--- src/rtl/cdb_arbiter_pkg.sv ---
// cdb_arbiter_pkg: shared constants and types for the common data bus arbiter
package cdb_arbiter_pkg;
   localparam int DATA_W = 32;
   localparam int ROB_ID_W = 4;
   localparam logic [ROB_ID_W-1:0] RENAMED_ZERO = '0;
   typedef enum logic {SRC_ALU = 1'b0, SRC_LSB = 1'b1} src_e;
endpackage

--- src/rtl/cdb_arbiter_if.sv ---
// cdb_arbiter_if: producer-side handshakes and CDB broadcast of the arbiter
interface cdb_arbiter_if
   import cdb_arbiter_pkg::*;
#(
   parameter int DATA_W = cdb_arbiter_pkg::DATA_W,
   parameter int ROB_ID_W = cdb_arbiter_pkg::ROB_ID_W
);
   logic rdy;
   logic rollback_signal;
   logic alu_has_result;
   logic [ROB_ID_W-1:0] alias_from_alu;
   logic [DATA_W-1:0] result_from_alu;
   logic lsb_has_result;
   logic [ROB_ID_W-1:0] alias_from_lsb;
   logic [DATA_W-1:0] result_from_lsb;
   logic alu_stall;
   logic lsb_stall;
   logic cdb_valid;
   logic [ROB_ID_W-1:0] cdb_alias;
   logic [DATA_W-1:0] cdb_data;
   logic cdb_from_lsb;
   modport master (
      output rdy, rollback_signal, alu_has_result, alias_from_alu, result_from_alu,
             lsb_has_result, alias_from_lsb, result_from_lsb,
      input  alu_stall, lsb_stall, cdb_valid, cdb_alias, cdb_data, cdb_from_lsb
   );
   modport slave (
      input  rdy, rollback_signal, alu_has_result, alias_from_alu, result_from_alu,
             lsb_has_result, alias_from_lsb, result_from_lsb,
      output alu_stall, lsb_stall, cdb_valid, cdb_alias, cdb_data, cdb_from_lsb
   );
endinterface

--- src/rtl/cdb_arbiter_result_fifo.sv ---
// result_fifo: circular queue of {alias, data} results awaiting the CDB
module result_fifo
   import cdb_arbiter_pkg::*;
#(
   parameter int W = 36,
   parameter int DEPTH = 4
) (
   input  logic clk,
   input  logic rst,
   input  logic push,
   input  logic pop,
   input  logic flush,
   input  logic [W-1:0] din,
   output logic full,
   output logic empty,
   output logic [W-1:0] head
);
   localparam int AW = $clog2(DEPTH);
   logic [W-1:0] mem [DEPTH];
   logic [AW-1:0] wr_ptr, rd_ptr;
   logic [AW:0] count;
   assign full = count == (AW+1)'(DEPTH);
   assign empty = count == '0;
   assign head = mem[rd_ptr];
   // storage carries no reset; only pointers and count define validity
   always_ff @(posedge clk)
      if (push) mem[wr_ptr] <= din;
   always_ff @(posedge clk or negedge rst)
      if (!rst) begin
         wr_ptr <= '0;
         rd_ptr <= '0;
         count <= '0;
      end else if (flush) begin
         wr_ptr <= '0;
         rd_ptr <= '0;
         count <= '0;
      end else begin
         wr_ptr <= wr_ptr + AW'(push);
         rd_ptr <= rd_ptr + AW'(pop);
         count <= count + (AW+1)'(push) - (AW+1)'(pop);
      end
endmodule

--- src/rtl/cdb_arbiter.sv ---
// cdb_arbiter: round-robin merge of ALU and LSB results onto one registered CDB
module cdb_arbiter
   import cdb_arbiter_pkg::*;
#(
   parameter int DATA_W = cdb_arbiter_pkg::DATA_W,
   parameter int ROB_ID_W = cdb_arbiter_pkg::ROB_ID_W,
   parameter int DEPTH = 4
) (
   input logic clk,
   input logic rst,
   cdb_arbiter_if.slave b
);
   localparam int EW = ROB_ID_W + DATA_W;
   logic go, flush;
   src_e prio;
   logic alu_push, lsb_push, alu_pop, lsb_pop, alu_empty, lsb_empty;
   logic [EW-1:0] alu_head, lsb_head, win;
   assign go = b.rdy && !b.rollback_signal;
   assign flush = b.rdy && b.rollback_signal;
   assign alu_push = go && b.alu_has_result && !b.alu_stall && b.alias_from_alu != ROB_ID_W'(RENAMED_ZERO);
   assign lsb_push = go && b.lsb_has_result && !b.lsb_stall && b.alias_from_lsb != ROB_ID_W'(RENAMED_ZERO);
   assign alu_pop = go && !alu_empty && (lsb_empty || prio == SRC_ALU);
   assign lsb_pop = go && !lsb_empty && (alu_empty || prio == SRC_LSB);
   assign win = lsb_pop ? lsb_head : alu_head;
   result_fifo #(.W(EW), .DEPTH(DEPTH)) u_alu_fifo (
      .clk(clk), .rst(rst), .push(alu_push), .pop(alu_pop), .flush(flush),
      .din({b.alias_from_alu, b.result_from_alu}),
      .full(b.alu_stall), .empty(alu_empty), .head(alu_head)
   );
   result_fifo #(.W(EW), .DEPTH(DEPTH)) u_lsb_fifo (
      .clk(clk), .rst(rst), .push(lsb_push), .pop(lsb_pop), .flush(flush),
      .din({b.alias_from_lsb, b.result_from_lsb}),
      .full(b.lsb_stall), .empty(lsb_empty), .head(lsb_head)
   );
   // prio only toggles on true contention, so a lone source never steals a turn
   always_ff @(posedge clk or negedge rst)
      if (!rst) begin
         b.cdb_valid <= 1'b0;
         b.cdb_alias <= '0;
         b.cdb_data <= '0;
         b.cdb_from_lsb <= 1'b0;
         prio <= SRC_ALU;
      end else if (b.rdy) begin
         b.cdb_valid <= alu_pop || lsb_pop;
         if (b.rollback_signal) prio <= SRC_ALU;
         else if (!alu_empty && !lsb_empty) prio <= prio == SRC_ALU ? SRC_LSB : SRC_ALU;
         if (alu_pop || lsb_pop) begin
            {b.cdb_alias, b.cdb_data} <= win;
            b.cdb_from_lsb <= lsb_pop;
         end
      end
endmodule

--- src/flat_wrapper.sv ---
// flat-port wrapper written by rule: the top's interface ports become plain ports
module cdb_arbiter_flat import cdb_arbiter_pkg::*;
#(
   parameter int DATA_W = cdb_arbiter_pkg::DATA_W,
   parameter int ROB_ID_W = cdb_arbiter_pkg::ROB_ID_W,
   parameter int DEPTH = 4
)
  (clk, rst, b_rdy, b_rollback_signal, b_alu_has_result, b_alias_from_alu, b_result_from_alu, b_lsb_has_result, b_alias_from_lsb, b_result_from_lsb, b_alu_stall, b_lsb_stall, b_cdb_valid, b_cdb_alias, b_cdb_data, b_cdb_from_lsb);
  cdb_arbiter_if #(.DATA_W(DATA_W), .ROB_ID_W(ROB_ID_W)) b_i ();
  input logic clk;
  input logic rst;
  input wire logic [$bits(b_i.rdy)-1:0] b_rdy;
  input wire logic [$bits(b_i.rollback_signal)-1:0] b_rollback_signal;
  input wire logic [$bits(b_i.alu_has_result)-1:0] b_alu_has_result;
  input wire logic [$bits(b_i.alias_from_alu)-1:0] b_alias_from_alu;
  input wire logic [$bits(b_i.result_from_alu)-1:0] b_result_from_alu;
  input wire logic [$bits(b_i.lsb_has_result)-1:0] b_lsb_has_result;
  input wire logic [$bits(b_i.alias_from_lsb)-1:0] b_alias_from_lsb;
  input wire logic [$bits(b_i.result_from_lsb)-1:0] b_result_from_lsb;
  output wire logic [$bits(b_i.alu_stall)-1:0] b_alu_stall;
  output wire logic [$bits(b_i.lsb_stall)-1:0] b_lsb_stall;
  output wire logic [$bits(b_i.cdb_valid)-1:0] b_cdb_valid;
  output wire logic [$bits(b_i.cdb_alias)-1:0] b_cdb_alias;
  output wire logic [$bits(b_i.cdb_data)-1:0] b_cdb_data;
  output wire logic [$bits(b_i.cdb_from_lsb)-1:0] b_cdb_from_lsb;
  assign b_i.rdy = b_rdy;
  assign b_i.rollback_signal = b_rollback_signal;
  assign b_i.alu_has_result = b_alu_has_result;
  assign b_i.alias_from_alu = b_alias_from_alu;
  assign b_i.result_from_alu = b_result_from_alu;
  assign b_i.lsb_has_result = b_lsb_has_result;
  assign b_i.alias_from_lsb = b_alias_from_lsb;
  assign b_i.result_from_lsb = b_result_from_lsb;
  assign b_alu_stall = b_i.alu_stall;
  assign b_lsb_stall = b_i.lsb_stall;
  assign b_cdb_valid = b_i.cdb_valid;
  assign b_cdb_alias = b_i.cdb_alias;
  assign b_cdb_data = b_i.cdb_data;
  assign b_cdb_from_lsb = b_i.cdb_from_lsb;
  cdb_arbiter #(.DATA_W(DATA_W), .ROB_ID_W(ROB_ID_W), .DEPTH(DEPTH)) u_core (.clk(clk), .rst(rst), .b(b_i));
endmodule
--- config.mk ---
export PLATFORM = sky130hd
export DESIGN_NAME = cdb_arbiter_flat
export DESIGN_NICKNAME = d
export VERILOG_FILES = /design/src/rtl/cdb_arbiter_pkg.sv /design/src/rtl/cdb_arbiter_if.sv /design/src/rtl/cdb_arbiter_result_fifo.sv /design/src/rtl/cdb_arbiter.sv /design/src/flat_wrapper.sv
export SDC_FILE = /design/constraint.sdc
export NUM_CORES = 1
export LEC_CHECK = 0
export BUFFER_PORTS_ARGS = -buffer_cell sky130_fd_sc_hd__buf_2
export CAP_MARGIN = 10
export CELL_PAD_IN_SITES_DETAIL_PLACEMENT = 1
export CELL_PAD_IN_SITES_GLOBAL_PLACEMENT = 1
export CORE_MARGIN = 5
export CORE_UTILIZATION = 56
export DETAILED_ROUTE_END_ITERATION = 10
export PLACE_DENSITY = 0.89
export SLEW_MARGIN = 15
export SYNTH_ARGS = -nofsm -noshare
export SYNTH_HDL_FRONTEND = slang
export SYNTH_SLANG_ARGS = --single-unit
--- constraint.sdc ---
create_clock -name clk -period 7.3 [get_ports clk]
set_input_delay 1.46 -clock clk [delete_from_list [all_inputs] [get_ports clk]]
set_output_delay 1.46 -clock clk [all_outputs]
set_load 0.1 [all_outputs]
==> results_dict.tcl <==
set metrics [dict create \
    total_switching_power_mw 2.185 \
    grt-ovfl-total 0 \
    hpwl_um 19640 \
    port-buffer-count 117 \
    worstReg2RegEnd "u_core.u_lsb_fifo.count[2]" \
    rsz0062_at_grt "false" \
    routed_wire_length_per_instance_um 28.39 \
    dp.cells 1008 \
    finish.net_count 820 \
    syn2layout_area_growth_pct 15.83 \
    drive_above_1_share 0.3285 \
    drt-initial-drc-count 502 \
    synth_sequential_area_ratio 0.7612 \
    hold-path-cell-count 1 \
    vdd_ir_drop_max_uv 449.5 \
    placement.setup.worst_slack_ps 3080 \
    post_cts.repair.setup_buffers 0 \
    fillerInstances 1922 \
    ctsHoldBuffers 0 \
    finalCritPeriodShare 0.5185 \
    holdWs_ps 505.7 \
    clock_tree.htree_level_count 2 \
    synthDistinctLibCells 34 \
    setup.worst_path.start_class "input pin" \
    crit_path_end_kind "flip-flop" \
    achievable-frequency_mhz 264.2 \
    ant_nets 0 \
    syn_avg_cell_area_um2 22.13 \
    grt_antenna_before_repair 2 \
    drt-vias-per-instance 6.023 \
    grt_util_met3 0.04581 \
    grt_first_pass_wirelength_um 45530 \
    place_congestion 0.8927 \
    clk_latency_ps 510 \
    crit_arrival_ps 4160 \
    placementRows 56 \
    timing.reg2reg.setup_slack_ps 4130 \
    final-max-slew-violation-count 0 \
    synth_cells 592 \
    grt.met1_usage 0.2976 \
    die_h_um 163.0 \
    tightestPinTransition_ps 766.6 \
    cts.sinks 341 \
    outcome "finished clean" \
    slew_headroom 0.4877 \
    worst-r2r-cell-count 12 \
    drt_pass1_iterations 5 \
    power.share.combinational 0.309 \
    fp.dieArea_um2 26560 \
    grt_use_met2 0.4092 \
    yosys_reg_bits 341 \
    starting_density_of_the_core 0.5633 \
    global_route_layer_with_the_greatest_usage "met2" \
    clk_pin_slew_ps 60 \
    worst-endpoint-required_ps 7670 \
    total_leakage_power_nw 5.331 \
    timing.hold.worst.start "u_core.b.cdb_from_lsb" \
    core_um2 23260 \
    p_clk_frac 0.281 \
    vias_in_the_first_global_route 7129 \
    final.setup.tns_ps 0 \
    hold_violations 0 \
    finalWorstPathRequiredPeriod_ps 3785 \
    sw_frac_of_total 0.3608 \
    fin_skew_ps 12.69 \
    tritoncts_clock_tree "built" \
    post_dp_cell_area_um2 14000 \
    critical_path_peak_fanout 7 \
    min-delay-path-class "flip-flop to flip-flop" \
    worstHoldEndpoint "u_core.b.cdb_from_lsb" \
    yosys_synthesis_warning_count 0 \
    chipWidth_um 163.0 \
    total_via_count_in_the_routed_design 6475 \
    area.sequential_um2 9977 \
    cap_violations 0 \
    postSynthNetCount 680 \
    detail_route.wirelength_um 30520 \
    area_occupied_by_multi_input_gates_um2 2912 \
    type_of_the_setup_path_with_the_least_slack "input pin to flip-flop" \
    regToRegStartpoint "u_core.u_alu_fifo.count[1]" \
    cts_inserted_buffers 36 \
    clk_path_buf_depth 3 \
    route.detailed.drc 0 \
    seq_power_share 0.410 \
    globalRouteTotalUtil 0.2336 \
    powerDensity_nw_per_um2 399.1 \
    finish.cell_count_without_fillers 1075 \
    io-pin-count 118 \
    netlist_area_um2 13100 \
    grt_max_degree 54 \
    postLayoutSetupSlackWorst_ps 3515 \
    clk_root_buffer_cell "clkbuf_16" \
    final_cell_area_um2 15180 \
    cell_internal_pwr_mw 3.872 \
    setup_viol_count_final 0 \
    post_cts_resize_count 0 \
]
-- kinds of logic after synthesis --
logic type	Yosys count	synth area share
fa+ha+maj	10	0.01069
buf+inv	41	0.01996
mux	72	0.1295
simple gates	42	0.02187
xor+xnor	8	0.005347
flops	341	0.7612
compound gates	78	0.05147
-- area by class of cell --
cell class,instances,area share
sequential,341,0.6573
multi-input combinational,210,0.1918
clock buffer,48,0.06372
timing repair buffer,134,0.05127
tap,319,0.02630
clock inverter,13,0.007172
inverter,9,0.002226
antenna,1,0.0001649
-- registers in the layout (all words and copies together), names as in the netlist --
signal / flops
u_core.u_lsb_fifo.rd_ptr: 2
u_core.b.cdb_alias: 4
u_core.b.cdb_from_lsb: 1
u_core.b.cdb_valid: 1
u_core.u_alu_fifo.wr_ptr: 2
u_core.u_alu_fifo.rd_ptr: 2
u_core.u_alu_fifo.mem: 144
u_core.u_alu_fifo.count: 3
u_core.u_lsb_fifo.mem: 144
u_core.u_lsb_fifo.count: 3
u_core.prio: 1
u_core.b.cdb_data: 32
u_core.u_lsb_fifo.wr_ptr: 2
-- routing by layer --
metal  routed length, um  vias to the layer above  share of wire
li1                    -                     2764              -
met1               11550                     3415           0.38
met2               16220                      238           0.53
met3                1802                       56          0.059
met4                 930                        2          0.030
met5                  13                        -        0.00043
-- worst max path at each step --
stage | startpoint | end | depth (start not counted)
2_1_floorplan | b_rollback_signal | u_core.u_alu_fifo.mem[1][0] | 4
3_3_place_gp | b_rollback_signal | u_core.u_alu_fifo.mem[2][26] | 6
3_5_place_dp | b_rollback_signal | u_core.u_lsb_fifo.count[2] | 12
4_1_cts | b_rollback_signal | u_core.u_lsb_fifo.count[2] | 12
5_1_grt | b_rollback_signal | u_core.u_lsb_fifo.count[2] | 12
6_report | b_rollback_signal | u_core.u_lsb_fifo.count[2] | 12
-- cell usage after synthesis, drive strengths merged --
library cell / count / area (um^2)
edfxtp: 288 / 8648
mux4: 72 / 1697
dfrtp: 53 / 1326
a221o: 36 / 364.1
o21a: 36 / 270.3
buf: 26 / 205.2
nor2: 13 / 48.80
inv: 9 / 33.78
ha: 8 / 100.1
and2: 7 / 43.79
clkbuf: 6 / 22.52
nor3: 6 / 68.82
xnor2: 6 / 52.55
nand2: 4 / 15.01
nor4: 4 / 46.29
a21o: 3 / 22.52
nor3b: 3 / 22.52
and3: 2 / 12.51
fa: 2 / 40.04
o21ai: 2 / 10.01
xor2: 2 / 17.52
a211oi: 1 / 7.510
nand2b: 1 / 6.260
or3: 1 / 11.26
or4: 1 / 11.26
-- power by group through the flow --
stage | logic, mW | clock network [mW] | registers (mW)
after detailed placement | 1.83 | 0 | 2.54
after global placement | 1.76 | 0 | 2.52
final | 1.87 | 1.70 | 2.48
after CTS | 1.84 | 1.73 | 2.51
after global routing | 1.95 | 1.84 | 2.50
after floorplan | 0.819 | 0 | 3.13
-- critical path: stages --
cell and delay (ps):
buf_2 130, nand2b_1 400, nor4_2 590, inv_1 170, ha_1 320, inv_1 70
ha_1 140, inv_1 50, fa_1 420, xor2_1 200, xnor2_1 150, nor2_1 60
-- cells in the final DEF, fill, tap and decap left out, types with 3 or more instances in the layout --
cell       netlist  routed
edfxtp_1       288     288
buf_2           11     117
mux4_2          52      52
dfrtp_1         53      51
clkbuf_16        0      37
o21a_1          36      36
a221o_1         33      33
mux4_1          20      20
buf_4            1      12
clkbuf_1         6      11
nor2_1          13      10
inv_1            9       9
ha_1             8       8
and2_1           7       7
clkinv_1         0       7
xnor2_1          6       6
nor3_4           3       4
nand2_1          4       4
nor2_4           0       3
a21o_1           3       3
a221o_2          3       3
clkinv_2         0       3
buf_12           0       3
-- metrics by stage --
step                power, mW  utilization
finish                  6.057       0.6525
CTS                     6.086       0.6480
detailed placement      4.376       0.6017
global placement        4.278       0.6017
floorplan               3.948            -
global route            6.278       0.6525
Power figures use the tool's default switching activity.
